File: src/rtl/servo_pulse_monitor.sv
// rtl/servo_pulse_monitor.sv - servo PWM frame measurement, position decode and loss-of-signal detection
// Measures high time and rise-to-rise period per frame, classifies position, flags loss of signal.
module servo_pulse_monitor #(
  parameter logic [23:0] TIMEOUT    = 24'd2500000,
  parameter logic [23:0] TOL        = 24'd5000,
  parameter logic [23:0] LEFT_W     = 24'd100001,
  parameter logic [23:0] MID_W      = 24'd150001,
  parameter logic [23:0] RIGHT_W    = 24'd200001,
  parameter logic [23:0] PERIOD_NOM = 24'd2000001,
  parameter logic [23:0] PERIOD_TOL = 24'd10000
) (
  input  logic        clk,
  input  logic        rst,
  input  logic        control,
  output logic [23:0] width,
  output logic [23:0] period,
  output logic [1:0]  pos,
  output logic        pos_ok,
  output logic        period_ok,
  output logic        valid,
  output logic        lost
);

  typedef enum logic [1:0] {IDLE, HIGH, LOW} state_t;

  state_t      state_q, state_d;
  logic        c1_q, c2_q;
  logic        smp_q, armed_q, armed_d;
  logic [23:0] cnt_q, cnt_d, cnt_inc;
  logic [23:0] hi_q, hi_d;
  logic [23:0] raw_w_q, raw_w_d, raw_p_q, raw_p_d;
  logic        pend_q, pend_d;
  logic        lost_set;
  logic [23:0] width_q, period_q;
  logic [1:0]  pos_q, pos_c;
  logic        pos_ok_q, pos_ok_c, period_ok_q, period_ok_c;
  logic        valid_q, lost_q;
  logic        rise, fall, timeout;

  function automatic logic [23:0] absdiff(input logic [23:0] a, input logic [23:0] b);
    return (a > b) ? (a - b) : (b - a);
  endfunction

  assign rise    = c1_q & ~c2_q;
  assign fall    = ~c1_q & c2_q;
  assign cnt_inc = (cnt_q == 24'hFFFFFF) ? cnt_q : cnt_q + 24'd1;
  assign timeout = (cnt_q >= TIMEOUT);

  // A level already high at reset exit must not look like a rise: arm only once low is seen.
  always_comb begin
    state_d  = state_q;
    cnt_d    = cnt_q;
    hi_d     = hi_q;
    raw_w_d  = raw_w_q;
    raw_p_d  = raw_p_q;
    pend_d   = 1'b0;
    lost_set = 1'b0;
    armed_d  = armed_q | (smp_q & ~c1_q);
    case (state_q)
      IDLE: begin
        cnt_d = 24'd0;
        if (rise && armed_q) state_d = HIGH;
      end
      HIGH: begin
        cnt_d = cnt_inc;
        if (timeout) begin
          state_d  = IDLE;
          lost_set = 1'b1;
        end else if (fall) begin
          state_d = LOW;
          hi_d    = cnt_inc;
        end
      end
      LOW: begin
        cnt_d = cnt_inc;
        if (rise) begin
          state_d = HIGH;
          cnt_d   = 24'd0;
          raw_w_d = hi_q;
          raw_p_d = cnt_inc;
          pend_d  = 1'b1;
        end else if (timeout) begin
          state_d  = IDLE;
          lost_set = 1'b1;
        end
      end
      default: state_d = IDLE;
    endcase
  end

  always_comb begin
    pos_c    = 2'b11;
    pos_ok_c = 1'b0;
    if (absdiff(raw_w_q, LEFT_W) <= TOL) begin
      pos_c    = 2'b00;
      pos_ok_c = 1'b1;
    end else if (absdiff(raw_w_q, MID_W) <= TOL) begin
      pos_c    = 2'b10;
      pos_ok_c = 1'b1;
    end else if (absdiff(raw_w_q, RIGHT_W) <= TOL) begin
      pos_c    = 2'b01;
      pos_ok_c = 1'b1;
    end
    period_ok_c = (absdiff(raw_p_q, PERIOD_NOM) <= PERIOD_TOL);
  end

  always_ff @(posedge clk) begin
    if (rst) begin
      state_q     <= IDLE;
      c1_q        <= 1'b0;
      c2_q        <= 1'b0;
      smp_q       <= 1'b0;
      armed_q     <= 1'b0;
      cnt_q       <= 24'd0;
      hi_q        <= 24'd0;
      raw_w_q     <= 24'd0;
      raw_p_q     <= 24'd0;
      pend_q      <= 1'b0;
      width_q     <= 24'd0;
      period_q    <= 24'd0;
      pos_q       <= 2'b00;
      pos_ok_q    <= 1'b0;
      period_ok_q <= 1'b0;
      valid_q     <= 1'b0;
      lost_q      <= 1'b0;
    end else begin
      state_q <= state_d;
      c1_q    <= control;
      c2_q    <= c1_q;
      smp_q   <= 1'b1;
      armed_q <= armed_d;
      cnt_q   <= cnt_d;
      hi_q    <= hi_d;
      raw_w_q <= raw_w_d;
      raw_p_q <= raw_p_d;
      pend_q  <= pend_d;
      valid_q <= pend_q;
      // Second pipeline stage: classify the latched frame and publish everything together.
      if (pend_q) begin
        width_q     <= raw_w_q;
        period_q    <= raw_p_q;
        pos_q       <= pos_c;
        pos_ok_q    <= pos_ok_c;
        period_ok_q <= period_ok_c;
        lost_q      <= 1'b0;
      end else if (lost_set) begin
        lost_q <= 1'b1;
      end
    end
  end

  assign width     = width_q;
  assign period    = period_q;
  assign pos       = pos_q;
  assign pos_ok    = pos_ok_q;
  assign period_ok = period_ok_q;
  assign valid     = valid_q;
  assign lost      = lost_q;

endmodule
File: config.mk
export PLATFORM = sky130hd
export DESIGN_NAME = servo_pulse_monitor
export DESIGN_NICKNAME = d
export VERILOG_FILES = /design/src/rtl/servo_pulse_monitor.sv
export SDC_FILE = /design/constraint.sdc
export NUM_CORES = 1
export LEC_CHECK = 0
export CAP_MARGIN = 20
export CORE_AREA = 8 8 157 159
export DETAILED_ROUTE_END_ITERATION = 16
export DIE_AREA = 0 0 165 167
export PLACE_DENSITY_LB_ADDON = 0.2
export SYNTH_ARGS = -nofsm -noshare
export SYNTH_HDL_FRONTEND = slang
export SYNTH_SLANG_ARGS = --single-unit
File: constraint.sdc
create_clock -name clk -period 5.3 [get_ports clk]
set_input_delay 0.795 -clock clk [delete_from_list [all_inputs] [get_ports clk]]
set_output_delay 0.795 -clock clk [all_outputs]
set_load 0.01 [all_outputs]
==> key figures <==
Routing
  – DR WL met2: about 13000 µm
  – Drt drc: 0
  – Number of vias after detailed routing: around 9000
  – 1st-pass router iterations: 5
  – Average wire per standard cell: roughly 17 µm
  – DR iter-0 viols: 627
  – Antenna-violating nets left: 0
  – Routed met3 length: about 1100 µm
  – Topmost layer with routed signal wires: met4
  – Total wire length: 27180 µm
  – Detailed-route vias per instance: 5.787
  – Length of routed wiring on met1: 12350 µm

Pwr
  – Internal power summed over all cells: 1.944 mW
  – Power share of the clock group: 0.456
  – Power density relative to cell area: between 200 and 250 nW/µm²
  – Worst-case vdd ir drop: ~0.21 mV
  – Lkg Pwr: ~3.7 nW
  – Net switching power of the design: approximately 660 µW
  – Relative contribution of sequential cells to total power: 0.469
  – Overall power: 2.609 mW
  – Net switching fraction of the power: 0.2547
  – Share of power burned in combinational logic: 0.075

Floorplanning
  – DIE AREA: 27560 µm²
  – DIE HEIGHT: about 170 µm
  – Core Region: between 20000 and 25000 µm²
  – Number of ports placed on the die boundary: 57
  – Die width: approximately 170 µm
  – Starting density of the core: 0.4390
  – Row cnt: 55

Placed design
  – DP Area: between 10000 and 15000 µm²
  – Total half-perimeter wirelength after legalization and detailed placement: ~19000 µm
  – Port bufs: 56
  – Total placed cells including tap cells: between 1500 and 2000
  – Weighted congestion at the end of routability-driven global placement: 0.8951

Logic synthesis
  – Share of the synthesized area in the top cell type: 0.3221
  – Nets in the synthesized netlist: roughly 1300
  – Top flip-flop cell by instance count after synthesis: dfxtp_1
  – Cell count after synthesis: approximately 1300
  – XOR/XNOR Fraction of Synth Area: 0.06194
  – Main area contributors after synthesis: dfxtp_1 (32%), nor2_1 (7.7%), mux2i_1 (7.2%)
  – Number of warnings printed during yosys synthesis: 0
  – Synth async-reset ratio: 0
  – Fraction of the mapped netlist area in adder cells: 0.01411
  – Compound-gate portion of the synthesized area: 0.2099
  – Flip-flop and latch count after synthesis: roughly 160
  – Mean area per synthesized cell: between 7 and 8 µm²
  – Number of enable-type register cells in the synthesized netlist: 0
  – Area of the mapped netlist: 9757 µm²
  – Netlist cell types: between 80 and 90
  – Simple-gate share of the synthesized area: 0.2524
  – Part of the Yosys area used for sequential elements: 0.3221
  – Multiplexer share of the synthesized area: 0.08028
  – Dominant combinational cell family by area after synthesis: simple AND/OR/NAND/NOR gates
  – Post-synth top area cell: dfxtp_1

Worst hold path
  – Path category of the worst min-delay check: reg -> reg

Final layout
  – Most frequent standard cell in the layout excluding fill and tap cells: nor2_1
  – Count of filler cells inserted in the layout: between 2000 and 2500
  – Number of nets in the layout: 1272
  – Area growth from synthesis to layout: 11.61%
  – Final standard cell area without fillers: 10890 µm²
  – Final cell utilization of the core: 0.4899
  – Proportion of layout cells with a drive suffix above 1: 0.06530
  – Antenna fix cells: 0
  – Leading cell types in the layout, fill and taps excluded: nor2_1 (201), dfxtp_1 (156), nand2_1 (135)
  – Non-Filler Instances: between 1500 and 2000

Global route
  – GRT Util Overall: 0.1976
  – Via count of the first global-routing pass: approximately 8400
  – Global-route wire length before repair: 44570 µm
  – GRT Residual Overflow: 0
  – Largest net degree at the start of global routing: 73
  – Antenna violations before repair: 0

Clock tree
  – # H-tree levels: 4
  – Register clock-pin slew on the reported worst setup and hold paths: 0.06 ns
  – Clock latency on the worst-skew pair: 0.43 ns
  – Count of buffers added by post-CTS timing repair for setup: 0
  – Clock sink count: ~160
  – Number of resized instances in the post-cts repair step: 0
  – Clock tree root buffer cell: clkbuf_16
  – Clock tree from TritonCTS: built
  – Count of hold-fix buffers inserted at cts: 0
  – Cts bufs inserted: 17
  – Number of buffers on the longest clock path: 2

Critical path
  – Type of element capturing the critical path: flip-flop
  – CP Data Required Time: approximately 5.6 ns
  – Startpoint types: flip-flop
  – Crit path max fanout: 20
  – Critical setup path kind: reg -> reg
  – Critical path arrival: 4.54 ns

Timing
  – Fraction of the cycle the final worst path needs: 0.7972
  – Highest Clock Rate: roughly 0.24 GHz
  – Sum Neg Setup Slack: 0 ns
  – Measured slew at the worst slew-check pin: around 1.1 ns
  – Largest clock skew in the final design: roughly 0.0080 ns
  – Final hold violations: 0
  – Final critical path time including I/O delays and setup: 4.225 ns
  – Setup-violating endpoint count in the final report: 0
  – Unrepaired setup endpoints after global routing: false
  – Final-report max-slew violation count: 0
  – Relative max-transition margin: 0.2913

Status
  – Result of the run: finished clean

Flow run
  – Max_cap viols: 0
## metrics by stage
step / hold slack (ns) / worst slack (ns)
after CTS: 0.4533 / 1.228
after global routing: 0.4762 / 0.7404
after floorplan: 0.4271 / 2.009
after global placement: 0.4370 / 1.250
final: 0.4511 / 1.075
after detailed placement: 0.4423 / 1.218
## synthesized netlist by cell type (all sizes together), types with 9 or more instances
cell type    n
nand2      135
nand4       12
ha          11
nand3       25
o31ai       13
or2          9
a31oi        9
inv         25
or4         13
xor2        21
nor4        16
clkbuf      86
o22ai       10
o21ai       58
a211oi      47
dfxtp      157
nor3        36
and3        16
a21oi       92
or3         14
nor2       201
mux2i       71
xnor2       48
buf         23
## power by group through the flow
stage               Clock (mW)  Combinational, mW  Sequential [mW]
floorplan                    0              0.170             1.24
global placement             0              0.193             1.25
detailed placement           0              0.195             1.25
CTS                       1.21              0.196             1.22
global route              1.26              0.222             1.23
finish                    1.19              0.196             1.22
## kinds of logic (layout without fill, tap and decap cells)
kind of cell | Yosys count | count (layout)
xor+xnor | 69 | 69
buf+inv | 135 | 129
compound gates | 307 | 307
mux | 75 | 75
flops | 157 | 157
fa+ha+maj | 11 | 11
simple gates | 523 | 523
## worst max-delay path, stage by stage, from the launching register on
cell and delay [ns]:
dfxtp_1 0.74, clkinv_1 0.46, nor3_1 0.52, o221a_2 0.41
a21o_1 0.47, mux2i_1 0.27, xnor2_1 0.18, nand2_1 0.09
nor4_1 0.56, nor4_1 0.16, o221a_1 0.25
## state kept, by name, indices dropped and copies added, names as in the netlist
name / flops
pos: 2
valid: 1
pos_ok: 1
pend_q: 1
smp_q: 1
period_ok: 1
raw_w_q: 24
c2_q: 1
hi_q: 24
raw_p_q: 24
cnt_q: 24
c1_q: 1
armed_q: 1
state_q: 2
width: 24
period: 24
lost: 1
## layout make-up
| cell class | instances | area, µm² | area share |
|---|---|---|---|
| Clock inverter | 13 | 132.6 | 0.01218 |
| Clock buffer | 19 | 442.9 | 0.04068 |
| Timing Repair Buffer | 71 | 670.6 | 0.06159 |
| Sequential cell | 157 | 3147 | 0.2890 |
| Inverter | 26 | 97.59 | 0.008962 |
| Tap cell | 285 | 356.6 | 0.03275 |
| Multi-Input combinational cell | 985 | 6042 | 0.5549 |
## worst paths after layout
| check | cells after the start | start | slack [ns] | end |
|---|---|---|---|---|
| worst min-delay path | 2 | hi_q[22] | 0.45 | raw_w_q[22] |
| worst min register to register | 2 | hi_q[22] | 0.45 | raw_w_q[22] |
| worst max register to register | 10 | raw_w_q[8] | 1.07 | pos_ok |
| worst max-delay path | 10 | raw_w_q[8] | 1.07 | pos_ok |
## metal layers
layer,global-route usage,vias to the layer above
met5,0,-
met4,0.06348,0
met3,0.02490,28
met2,0.3325,227
met1,0.2554,4258
li1,-,4491
Note: power is estimated with default switching activity, not from simulation.
